--- src/rtl/cnt_decoder.sv ---
// Receive-side decoder for a 4-bit up/down counter stream with step control.
// Optional CNT_DECODER_HOLD_EN makes a zero delta legal and adds a hold output.
module cnt_decoder #(
    parameter int LOCK_LEN = 3,
    parameter int ERR_W    = 8
) (
    input  logic             clk,
    input  logic             nrst,
    input  logic [3:0]       in,
    input  logic             valid,
    output logic             step,
    output logic             down,
    output logic             cmd_valid,
    output logic             locked,
    output logic             err,
`ifdef CNT_DECODER_HOLD_EN
    output logic             hold,
`endif
    output logic [ERR_W-1:0] err_cnt
);

    typedef enum logic [1:0] {IDLE, SYNC, LOCKED} state_e;

    state_e            state_q, state_d;
    logic [3:0]        prev_q, prev_d;
    logic [3:0]        run_q, run_d;
    logic              step_q, step_d;
    logic              down_q, down_d;
    logic              cmd_valid_q, cmd_valid_d;
    logic              err_q, err_d;
    logic [ERR_W-1:0]  err_cnt_q, err_cnt_d;
`ifdef CNT_DECODER_HOLD_EN
    logic              hold_q, hold_d;
`endif

    logic [3:0] delta;
    logic [4:0] run_nxt;
    logic       legal, dec_step, dec_down;

    always_comb begin
        delta    = in - prev_q;
        run_nxt  = {1'b0, run_q} + 5'd1;
        legal    = 1'b0;
        dec_step = 1'b0;
        dec_down = 1'b0;
        case (delta)
            4'd1:  legal = 1'b1;
            4'd2:  begin legal = 1'b1; dec_step = 1'b1; end
            4'd15: begin legal = 1'b1; dec_down = 1'b1; end
            4'd14: begin legal = 1'b1; dec_step = 1'b1; dec_down = 1'b1; end
`ifdef CNT_DECODER_HOLD_EN
            4'd0:  legal = 1'b1;
`endif
            default: legal = 1'b0;
        endcase
    end

    always_comb begin
        state_d     = state_q;
        prev_d      = prev_q;
        run_d       = run_q;
        step_d      = step_q;
        down_d      = down_q;
        cmd_valid_d = 1'b0;
        err_d       = 1'b0;
        err_cnt_d   = err_cnt_q;
`ifdef CNT_DECODER_HOLD_EN
        hold_d      = hold_q;
`endif
        if (valid) begin
            // every sample becomes the new reference, legal or not
            prev_d = in;
            case (state_q)
                IDLE: begin
                    state_d = SYNC;
                    run_d   = 4'd0;
                end
                SYNC: begin
                    if (legal) begin
                        run_d = run_nxt[3:0];
                        if (run_nxt == 5'(LOCK_LEN)) state_d = LOCKED;
                    end else begin
                        run_d = 4'd0;
                    end
                end
                LOCKED: begin
                    if (legal) begin
                        cmd_valid_d = 1'b1;
                        step_d      = dec_step;
                        down_d      = dec_down;
`ifdef CNT_DECODER_HOLD_EN
                        hold_d      = (delta == 4'd0);
`endif
                    end else begin
                        err_d   = 1'b1;
                        run_d   = 4'd0;
                        state_d = SYNC;
                        if (err_cnt_q != {ERR_W{1'b1}}) err_cnt_d = err_cnt_q + 1'b1;
                    end
                end
                default: state_d = IDLE;
            endcase
        end
    end

    always_ff @(posedge clk or negedge nrst) begin
        if (!nrst) begin
            state_q     <= IDLE;
            prev_q      <= 4'd0;
            run_q       <= 4'd0;
            step_q      <= 1'b0;
            down_q      <= 1'b0;
            cmd_valid_q <= 1'b0;
            err_q       <= 1'b0;
            err_cnt_q   <= '0;
`ifdef CNT_DECODER_HOLD_EN
            hold_q      <= 1'b0;
`endif
        end else begin
            state_q     <= state_d;
            prev_q      <= prev_d;
            run_q       <= run_d;
            step_q      <= step_d;
            down_q      <= down_d;
            cmd_valid_q <= cmd_valid_d;
            err_q       <= err_d;
            err_cnt_q   <= err_cnt_d;
`ifdef CNT_DECODER_HOLD_EN
            hold_q      <= hold_d;
`endif
        end
    end

    assign step      = step_q;
    assign down      = down_q;
    assign cmd_valid = cmd_valid_q;
    assign locked    = (state_q == LOCKED);
    assign err       = err_q;
    assign err_cnt   = err_cnt_q;
`ifdef CNT_DECODER_HOLD_EN
    assign hold      = hold_q;
`endif

endmodule

--- config.mk ---
export PLATFORM = sky130hd
export DESIGN_NAME = cnt_decoder
export DESIGN_NICKNAME = d
export VERILOG_FILES = /design/src/rtl/cnt_decoder.sv
export SDC_FILE = /design/constraint.sdc
export NUM_CORES = 1
export LEC_CHECK = 0
export ABC_AREA = 1
export CELL_PAD_IN_SITES_DETAIL_PLACEMENT = 2
export CELL_PAD_IN_SITES_GLOBAL_PLACEMENT = 2
export CORE_ASPECT_RATIO = 0.6
export CORE_MARGIN = 10
export CORE_UTILIZATION = 30
export DETAILED_ROUTE_END_ITERATION = 8
export HOLD_SLACK_MARGIN = 0.15
export PLACE_DENSITY_LB_ADDON = 0.1
export SLEW_MARGIN = 10
export SYNTH_ARGS = -nofsm -noshare
export SYNTH_HDL_FRONTEND = slang
export SYNTH_SLANG_ARGS = --single-unit
--- constraint.sdc ---
create_clock -name clk -period 2.42 [get_ports clk]
set_input_delay 0.484 -clock clk [delete_from_list [all_inputs] [get_ports clk]]
set_output_delay 0.484 -clock clk [all_outputs]
set_load 0.01 [all_outputs]
# ---- Yosys cells after proc, flatten, opt, wreduce, memory -nomap -nowiden
# Index checks and enable logic that the tools add are counted.
dict set report totals {
  register_bits 22
  latch_bits 0
  ramBits 0
  mem_bits_ro 0
  in_bits 7
  memories 0
}
dict set report classes {
  n_addsub 3
  multipliers 0
  div_mod_pow 0
  order_cmp 0
  eq_ne 11
  shift 0
  n_mux 16
  bitwise 1
  reduce_logical 9
}
# op count
set ops {}
lappend ops {{case mux 4 bit (3 select lines)} 1}
lappend ops {{2-to-1 mux 1 bit} 9}
lappend ops {{adder 8 x 1 -> 8 bit (second input constant)} 1}
lappend ops {{equality test 4 bit (second input constant)} 2}
lappend ops {{2-to-1 mux 4 bit} 2}
lappend ops {{inequality test 8 bit (second input constant)} 1}
lappend ops {{AND reduction 4 bit} 2}
lappend ops {{2-to-1 mux 2 bit} 3}
lappend ops {{inequality test 2 bit (second input constant)} 3}
lappend ops {{case mux 2 bit (3 select lines)} 1}
lappend ops {{AND reduction 3 bit} 2}
lappend ops {{adder 4 x 1 -> 5 bit (second input constant)} 1}
lappend ops {{equality test 5 x 2 -> 1 bit (second input constant)} 1}
lappend ops {{equality test 4 x 1 -> 1 bit (second input constant)} 1}
lappend ops {{equality test 4 x 2 -> 1 bit (second input constant)} 1}
lappend ops {{OR reduction 2 bit} 2}
lappend ops {{OR reduction 4 bit} 1}
lappend ops {{subtractor 4 bit} 1}
lappend ops {{nonzero test 3 bit} 1}
lappend ops {{equality test 2 x 1 -> 1 bit (second input constant)} 1}
lappend ops {{equality test 2 bit (second input constant)} 1}
lappend ops {{zero test 2 bit} 1}
lappend ops {{NOT 1 bit} 1}

# ---- Logic depth before layout (Yosys ltp)
# Gate-level depths: netlist of run 1.
dict set report logic_depth {
  ltp_word 7
  mapped_depth 14
  ltp_nobuf 14
}

# ---- Least setup slack after synthesis of run 1
# No wires, ideal clock.
dict set report synth_timing {
  path_kind {in2reg}
  from {in in[0]}
  to {reg err_cnt_q[2] (netlist: err_cnt[2])}
  setup_ns 0.122
  t_arrival_ns 1.942
  slack_ns 0.356
  cell_stages 13
  cell_sequence {inv_1 -> ha_1 -> inv_1 -> fa_1 -> xnor2_1 -> inv_1 -> nand3_2 -> nand2_2 -> nor2_4 -> nand2_2 -> buf_6 -> nand2_1 -> o21ai_2}
}
dict set report synth_between {
  elab_chain_cells 6
}
# element line_no
set synth_lines {}
lappend synth_lines {{start, declared} 9} ;# input logic [3:0] in,
lappend synth_lines {{subtractor 4 bit (*)} 41} ;# delta = in - prev_q;
lappend synth_lines {{equality test 4 bit, or another cell as far along} 46} ;# case (delta)
lappend synth_lines {{OR reduction 4 bit (no source line) (*)} n/a}
lappend synth_lines {{2-to-1 mux 1 bit (*)} 46}
lappend synth_lines {{NOT 1 bit (no source line) (*)} n/a}
lappend synth_lines {{AND reduction 4 bit (no source line) (*)} n/a}
lappend synth_lines {{end signal, assigned} 127} ;# err_cnt_q <= err_cnt_d;
lappend synth_lines {{end, declared} 31} ;# logic [ERR_W-1:0] err_cnt_q, err_cnt_d;
# Every way passes the cells marked *; elsewhere a longest branch is shown, timed or not.
# A chain may end at the register's enable or synchronous reset.

# ---- Worst setup path after layout of run 1
dict set report layout_timing {
  from {in in[0]}
  to {reg err_cnt_q[5] (netlist: err_cnt[5])}
}
# Same word-level chain as after synthesis.

==> results.yml, run 1 <==
yosys:
  synthFlopType: "dfrtp_1"
  synth_top_area_frac: 0.425
  synth_top_family_by_area: "simple AND/OR/NAND/NOR gates"
  synth_nets: 180
  synth.cells.most_frequent: "60 x nand2_1, 23 x inv_1, 22 x dfrtp_1"
  ys_types: 24
  yosys.area_share.simple: 0.294
  yosysWarnings: 0
  synth_area_mm2: 0.00130
  synth.area.top_cells: "dfrtp_1 42%, nand2_1 17%, inv_1 6.7%"
  synth_compound_area_frac: 0.0589
  async_flop_share: 1.00
  synthMuxAreaShare: 0
  ys_ff_latch: 22
  yosysMostFrequentCell: "nand2_1"
  synth_adder_area_share: 0.0734
  synth-edff-count: 0
  synth_top_area_cell: "dfrtp_1"
  syn_inst: 166
  syn_avg_cell_area_um2: 7.81
  synth-xor-area-share: 0.0676
  seq_area_frac_synth: 0.425
finish:
  design_area_mm2: 0.00180
  n_antenna_cell: 0
  fillerInstances: 496
  final_nets: 219
  area_growth_pct: 38.7
  drive_above_1_share: 0.221
sta:
  max-slew-margin-rel: 0.760
  holdWs_ps: 511
  fin_crit_ps: 2360
  maxSlewViolCount: 0
  setup_viol_count_final: 0
  skew_ps: 2.18
  min_period_over_period: 0.973
  worst_pin_slew_ps: 358
  max_freq_ghz: 0.425
  grt_setup_unrepaired: "yes"
  final-hold-violation-count: 0
cts:
  cts_tree: "yes"
  cts_htree_levels: 1
  cts_root_buf: "clkbuf_8"
  clock_latency_ps: 260
  clock_path_buffers: 2
  cts_buffers: 3
  cts.sinks: 22
  clkTransAtPathRegs_ps: 80
global_route:
  antenna_found_initial: 0
  overflow: 0
  grtUsageTotal: 0.104
  grt_pass1_vias: 1339
  grt_max_degree: 23
  grt_pass1_wl_um: 6600
placement:
  portBuffers: 19
  routabilityCongestion: 0.747
  placedInstanceArea_mm2: 0.00164
  dp_hpwl_um: 3110
pwr:
  power.total_mw: 1.08
  irDropWorstVdd_mv: 0.341
  p_leak_nw: 0.891
  power.density_mw_per_mm2: 599
floorplanning:
  num_io_pins: 20
  die_area_mm2: 0.00744
  core_mm2: 0.00414
  start_util: 0.313
  die_h_um: 70.9
  rows: 18
  die_w_um: 105
worst_setup_path:
  crit_path_max_incr_delay_ps: 460
  path_buf_inv: 4
  cp_top_family: "buffers and inverters"
  required_ps: 2580
  critPathLaunchType: "input pin"
  arrival_ps: 2510
  crit_slowest_cell: "fa_2"
  crit_path_end_kind: "register"
  path_class: "input pin to register"
  worstPathMaxFanout: 6
  crit_chain: "clkdlybuf4s50_1 -> inv_1 -> ha_2 -> inv_2 -> fa_2 -> xnor2_2 -> nand3_2 -> nand2_4 -> nor2_4 -> nand2_2 -> buf_4 -> nand2_1 -> o21ai_2"
detailed_routing:
  drc: 0
  vias: 1199
  vias_per_cell: 4.54
  ant_nets: 0
  wl_per_cell_um: 15.0
  drt_wl_total_um: 3960
  first_pass_iters: 4
  first_iter_violations: 23
flow_run:
  cap_violations: 0
min_path:
  min_path_type: "register to register"
outcome:
  status: "completed"
## through the flow
| step | worst slack [ps] | TNS (ps) | cells | util |
|---|---|---|---|---|
| floorplan | 356 | 0 | 166 | - |
| global placement | -180 | -2440 | 256 | 0.397 |
| detailed placement | -349 | -5100 | 256 | 0.397 |
| CTS | 13.3 | 0 | 261 | 0.414 |
| global route | -35.8 | -287 | 264 | 0.434 |
| finish | 64.5 | 0 | 264 | 0.434 |
## worst register-to-register path, cell delays in order, from the launching register on
cell and delay [ps]:
dfrtp_1 400, ha_2 180, inv_2 60, fa_2 460, xnor2_2 160, nand3_2 90
nand2_4 90, nor2_4 120, nand2_2 80, buf_4 160, nand2_1 70, o21ai_2 50
## registers in the layout (all words and copies together), names as in the netlist
register	count
state_q	2
down	1
prev_q	4
err_cnt	8
err	1
step	1
cmd_valid	1
run_q	4
## layout make-up
cell class                 instances  area (um2)  area share
clock buffer                       4        55.1      0.0306
sequential                        22         551       0.306
timing repair buffer              36         325       0.181
tap                               60        75.1      0.0418
inverter                          24        90.1      0.0501
multi-input combinational        118         702       0.390
## timing repair
item,in CTS,in global routing
setup buffers,1,3
gates resized for setup,3,18
hold buffers,0,0
setup endpoints to repair,14,17
pin swaps,3,7
## worst paths after layout
check                           startpoint    endpoint  slack [ps]  cells past startpoint
worst max register to register   prev_q[0]  err_cnt[5]         380                     11
max in group asynchronous             nrst   prev_q[3]        1610                      2
min in group asynchronous             nrst   cmd_valid         580                      2
worst max-delay path                 in[0]  err_cnt[5]          60                     13
worst min-delay path                  step        step         510                      2
worst min register to register        step        step         510                      2
## cell usage in the layout, fill, tap and decap left out
master           Yosys  layout
nand2_1             60      57
dfrtp_1             22      22
inv_1               23      20
clkdlybuf4s50_1      0      19
buf_4                0      15
nand3_1             11       9
nor2_1               6       5
o21ai_0              7       5
xnor2_1              7       5
ha_1                 6       5
inv_2                1       4
nand2_2              2       4
clkbuf_8             0       4
o21ai_1              1       3
nor3_1               3       3
xor2_1               3       3
nand2_4              1       2
a21oi_2              1       2
nand3_2              1       2
xnor2_2              0       2
nor2_4               1       2
nand4_1              2       2
o21ai_2              2       2
buf_6                1       2
nand3_4              0       1
nor2_2               1       1
a21oi_1              2       1
fa_2                 0       1
ha_2                 0       1
## power by group
group / total, mW / switching [mW] / internal, mW
Clock: 0.265 / 0.120 / 0.145
Sequential: 0.448 / 0.0404 / 0.408
Combinational: 0.364 / 0.203 / 0.160
## kinds of logic (layout without fill, tap and decap cells)
logic type                 count (synthesis)  count (layout)
buffers and inverters                     26              64
DFF                                       22              22
and+or+nand+nor                           88              88
xor gates and xnor gates                  10              10
AOI/OAI and AO/OA                         13              13
adders and majority gates                  7               7
## routing by layer
metal  up-vias  GRT usage  share of wire
met5         -          0              0
met4         0     0.0136         0.0033
met3         2     0.0262          0.025
met2        12      0.169           0.49
met1       597      0.139           0.48
li1        588          -              -
No activity file was read; power rests on OpenSTA's default activity.
==> inputs of run 2 (changes only) <==
--- a/config.mk
+++ b/config.mk
@@ -8,7 +8,7 @@
 export ABC_AREA = 1
 export CELL_PAD_IN_SITES_DETAIL_PLACEMENT = 2
 export CELL_PAD_IN_SITES_GLOBAL_PLACEMENT = 2
-export CORE_ASPECT_RATIO = 0.6
+export CORE_ASPECT_RATIO = 1.25
 export CORE_MARGIN = 10
 export CORE_UTILIZATION = 30
 export DETAILED_ROUTE_END_ITERATION = 8
==> results.yml, run 2 (synthesis results as in run 1) <==
outcome:
  status: "finished, violations left"
  failed_checks: "setup timing"
finish:
  final_cell_mix: "59 x nand2_1, 22 x dfrtp_1, 19 x inv_1, 18 x clkdlybuf4s50_1"
  regArea_um2: 551
  area_growth_pct: 36.2
  largest_reg_flops: 8
  layout_commonest_cell: "nand2_1"
  design_area_mm2: 0.00177
  final_nets: 214
  multi_input_comb_area_um2: 719
  drive_above_1_share: 0.192
  fillerInstances: 469
  n_antenna_cell: 0
worst_setup_path:
  cp_common_cell: "inv_2"
  cp_top_family: "adder cells"
  crit_slowest_cell: "fa_2"
  critPathLaunchType: "input pin"
  path_buf_inv: 4
  reg2reg_depth: 9
  reg2reg_to: "down"
  path_class: "input pin to register"
  crit_path_end_kind: "register"
  r2r-start: "prev_q[0]"
  worstPathMaxFanout: 6
  crit_chain: "clkdlybuf4s50_1 -> inv_1 -> ha_1 -> inv_2 -> fa_2 -> xnor2_2 -> nand3_4 -> nand2_8 -> inv_2 -> o21ai_2 -> o21ai_0"
  crit_path_max_incr_delay_ps: 470
  arrival_ps: 2550
  r2r_slack_ps: 330
  required_ps: 2530
pwr:
  p_leak_nw: 0.877
  irDropWorstVdd_mv: 0.206
  power.density_mw_per_mm2: 587
placement:
  dpl_worst_slack_ps: -312
  placedInstanceArea_mm2: 0.00162
  routabilityCongestion: 0.743
  portBuffers: 19
  dp_hpwl_um: 2920
sta:
  maxSlewViolCount: 0
  max-slew-margin-rel: 0.769
  skew_ps: 3.92
  worst_slack_ps: -14.4
  fin_crit_ps: 2430
  max_freq_ghz: 0.411
  min_period_over_period: 1.01
  worst_pin_slew_ps: 344
  setup_viol_count_final: 1
  setup-tns-final_ps: -14.4
  final-hold-violation-count: 0
cts:
  clock_path_buffers: 2
  clkTransAtPathRegs_ps: 80
  cts_root_buf: "clkbuf_8"
  cts.sinks: 22
  cts-hold-fix-buffers: 0
  cts_tree: "yes"
  clock_latency_ps: 260
  cts_buffers: 3
  cts_htree_levels: 1
global_route:
  antenna_found_initial: 0
  grt_pass1_wl_um: 6400
  grtUsageTotal: 0.105
  grt_max_degree: 23
  grt_pass1_vias: 1393
  overflow: 0
min_path:
  min_path_type: "register to register"
  worstHoldStart: "run_q[3]"
  hold_depth: 2
  holdPathEnd: "run_q[3]"
flow_run:
  cap_violations: 0
floorplanning:
  start_util: 0.314
  num_io_pins: 20
  die_area_mm2: 0.00737
  rows: 26
  die_h_um: 93.5
  die_w_um: 78.8
  core_mm2: 0.00413
detailed_routing:
  vias_per_cell: 4.68
  wl_per_cell_um: 15.2
  ant_nets: 0
  first_iter_violations: 62
  drc: 0
  vias: 1189
  first_pass_iters: 3
  drt_wl_total_um: 3860
run 2: cell types whose count changed in the layout (fill, tap and decap cells not counted), moves of 2 or more:
cell / before / now
nand2_1: 57 / 59
nand2_2: 4 / 1
buf_4: 15 / 9
o21ai_1: 3 / 1
run 2: timing repair:
| action | in CTS | in global routing |
|---|---|---|
| pin swaps | 1 | 5 |
| resized for setup | 2 | 22 |
| setup endpoints to repair | 3 | 17 |
| buffers inserted | 0 | 1 |
run 2: per-stage QoR:
stage / total power, mW / hold WS [ps] / instances / util
6_report: 1.04 / 498 / 254 / 0.427
5_1_grt: 1.13 / 541 / 254 / 0.427
4_1_cts: 1.00 / 509 / 253 / 0.403
3_5_place_dp: 0.757 / 488 / 250 / 0.393
3_3_place_gp: 0.733 / 466 / 250 / 0.393
2_1_floorplan: 0.622 / 188 / 166 / -
run 2: per-layer routing:
| layer | part of all wire | global-route usage | vias up |
|---|---|---|---|
| li1 | - | - | 575 |
| met1 | 0.39 | 0.110 | 591 |
| met2 | 0.57 | 0.212 | 17 |
| met3 | 0.025 | 0.0153 | 6 |
| met4 | 0.013 | 0.0225 | 0 |
| met5 | 0 | 0 | - |
run 2: worst register-to-register path, cell delays in order, from the launching register on:
cell and delay, ps:
dfrtp_1 390, ha_1 210, inv_2 80, fa_2 470, xnor2_2 190, nand3_4 120, nand2_8 120, inv_2 60
o21ai_2 150, o21ai_0 150
run 2: worst max path at each step:
stage	start	end	slack (ps)	depth (start not counted)
final	in[0]	down	-10	11
after global routing	in[0]	down	-100	12
after CTS	in[0]	state_q[1]	-40	12
after detailed placement	in[0]	state_q[1]	-310	12
after global placement	in[0]	state_q[1]	-200	12
after floorplan	in[0]	err_cnt[2]	360	13
run 2: report_power, final:
| part | switching [mW] | internal (mW) |
|---|---|---|
| Combinational | 0.210 | 0.152 |
| Clock | 0.117 | 0.111 |
| Sequential | 0.0401 | 0.408 |
run 2: cell type report:
class                           count  share of cell area
Sequential cell                    22               0.312
Multi-Input combinational cell    118               0.408
Clock buffer                        3              0.0234
Tap cell                           56              0.0397
Timing Repair Buffer               31               0.167
Inverter                           24              0.0510
==> inputs of run 3 (changes only) <==
--- a/config.mk
+++ b/config.mk
@@ -14,6 +14,7 @@
 export DETAILED_ROUTE_END_ITERATION = 8
 export HOLD_SLACK_MARGIN = 0.15
 export PLACE_DENSITY_LB_ADDON = 0.1
+export RECOVER_POWER = 25
 export SLEW_MARGIN = 10
 export SYNTH_ARGS = -nofsm -noshare
 export SYNTH_HDL_FRONTEND = slang
==> constraint.sdc (replaced) <==
create_clock -name clk -period 2.6 [get_ports clk]
set_input_delay 0.52 -clock clk [delete_from_list [all_inputs] [get_ports clk]]
set_output_delay 0.52 -clock clk [all_outputs]
set_load 0.01 [all_outputs]
==> results.yml, run 3 (synthesis results as in run 1) <==
flow_run:
  cap_violations: 0
pwr:
  power.internal_uw: 601
  power.density_mw_per_mm2: 555
  switching_share: 0.342
  combPwrFrac: 0.304
  pwr-share-seq: 0.456
  power.net_switching_uw: 313
  p_leak_nw: 0.829
  p_clk_frac: 0.240
  power.total_uw: 914
  irDropWorstVdd_mv: 0.201
worst_setup_path:
  required_ps: 2810
  r2r_slack_ps: 520
  arrival_ps: 2660
  critPathLaunchType: "input pin"
  reg2reg_depth: 12
  crit_path_end_kind: "register"
  reg2reg_to: "err_cnt[3]"
  worstPathMaxFanout: 6
  r2r-start: "prev_q[0]"
  path_class: "input pin to register"
placement:
  dp_hpwl_um: 2930
  portBuffers: 19
  dp_cells: 247
  routabilityCongestion: 0.737
  placedInstanceArea_mm2: 0.00160
  dpl_worst_slack_ps: -180
detailed_routing:
  drt_wl_total_um: 3540
  vias: 1166
  first_iter_violations: 52
  vias_per_cell: 4.66
  drc: 0
  ant_nets: 0
  first_pass_iters: 3
  wl_per_cell_um: 14.2
cts:
  clkTransAtPathRegs_ps: 80
  clock_path_buffers: 2
  postCtsSetupRepairBufs: 0
  cts_root_buf: "clkbuf_8"
  cts_resized: 0
  cts_tree: "yes"
  cts_buffers: 3
  cts-hold-fix-buffers: 0
  cts_htree_levels: 1
  clock_latency_ps: 270
  cts.sinks: 22
finish:
  n_antenna_cell: 0
  design_area_mm2: 0.00165
  largest_reg_flops: 8
  final_nets: 210
  final_cell_mix: "60 x nand2_1, 23 x inv_1, 22 x dfrtp_1, 18 x clkdlybuf4s50_1, 11 x nand3_1"
  drive_above_1_share: 0.108
  final_cells: 250
  layout_commonest_cell: "nand2_1"
  area_growth_pct: 27.0
min_path:
  worstHoldStart: "run_q[3]"
  min_path_type: "register to register"
  hold_depth: 2
  holdPathEnd: "run_q[3]"
sta:
  max-slew-margin-rel: 0.149
  final-hold-violation-count: 0
  fin_crit_ps: 2450
  worst_pin_slew_ps: 1280
  max_freq_ghz: 0.409
  min_period_over_period: 0.941
  setup_viol_count_final: 0
  worst_slack_ps: 153
  maxSlewViolCount: 0
  skew_ps: 2.09
  setup-tns-final_ps: 0
global_route:
  grt_pass1_vias: 1352
  grt_max_degree: 23
  grt_pass1_wl_um: 6220
  grtUsageTotal: 0.103
  overflow: 0
  antenna_found_initial: 0
floorplanning:
  rows: 26
  num_io_pins: 20
  die_w_um: 78.8
  core_mm2: 0.00413
  die_h_um: 93.5
  start_util: 0.314
  die_area_mm2: 0.00737
outcome:
  status: "completed"
[run 3: changes by cell type in the layout (fill, tap and decap cells not counted), sizes merged]
cell          before  now
dlygate4sd3        0    1
buf               12    7
clkbuf             3    4
dlymetal6s2s       1    0
[run 3: area by class of cell]
| cell class | instances | area, um2 |
|---|---|---|
| fill | 505 | 2480 |
| multi-input combinational | 118 | 648 |
| sequential | 22 | 551 |
| timing repair buffer | 27 | 246 |
| inverter | 24 | 90.1 |
| tap | 56 | 70.1 |
| clock buffer | 3 | 41.3 |
[run 3: layer usage]
metal,wire [um],track usage,part of all wire,up-vias
li1,-,-,-,568
met1,1320,0.103,0.37,579
met2,2040,0.203,0.58,15
met3,136,0.0268,0.038,4
met4,41,0.0269,0.012,0
met5,0,0,0,-
[run 3: power by group through the flow]
stage                     clock, mW  combinational [mW]  sequential (mW)
after floorplan                   0               0.158            0.421
after global placement            0               0.261            0.421
after global routing          0.248               0.325            0.426
final                         0.220               0.278            0.417
after CTS                     0.232               0.282            0.418
after detailed placement          0               0.281            0.424
[run 3: critical path, stage by stage]
cell and delay [ps]:
clkdlybuf4s50_1 400, inv_1 70, ha_1 140, inv_1 60
fa_1 420, xnor2_2 180, buf_4 150, nand3_1 90
nand2_2 120, nor2_4 110, nand2_2 60, inv_1 180
nand2_1 90, nand2_1 60
[run 3: how the worst max path moves through the flow]
stage / startpoint / end / slack [ps] / depth (start not counted)
3_3_place_gp: in[0] / state_q[1] / -50 / 12
4_1_cts: in[0] / err_cnt[3] / 100 / 14
6_report: in[0] / err_cnt[3] / 150 / 14
5_1_grt: in[0] / err_cnt[3] / -30 / 14
2_1_floorplan: in[0] / err_cnt[2] / 500 / 13
3_5_place_dp: in[0] / err_cnt[3] / -180 / 14
[run 3: metrics by stage]
step	utilization	hold WS [ps]
2_1_floorplan	-	224
3_3_place_gp	0.388	465
3_5_place_dp	0.388	482
4_1_cts	0.398	504
5_1_grt	0.399	538
6_report	0.399	495
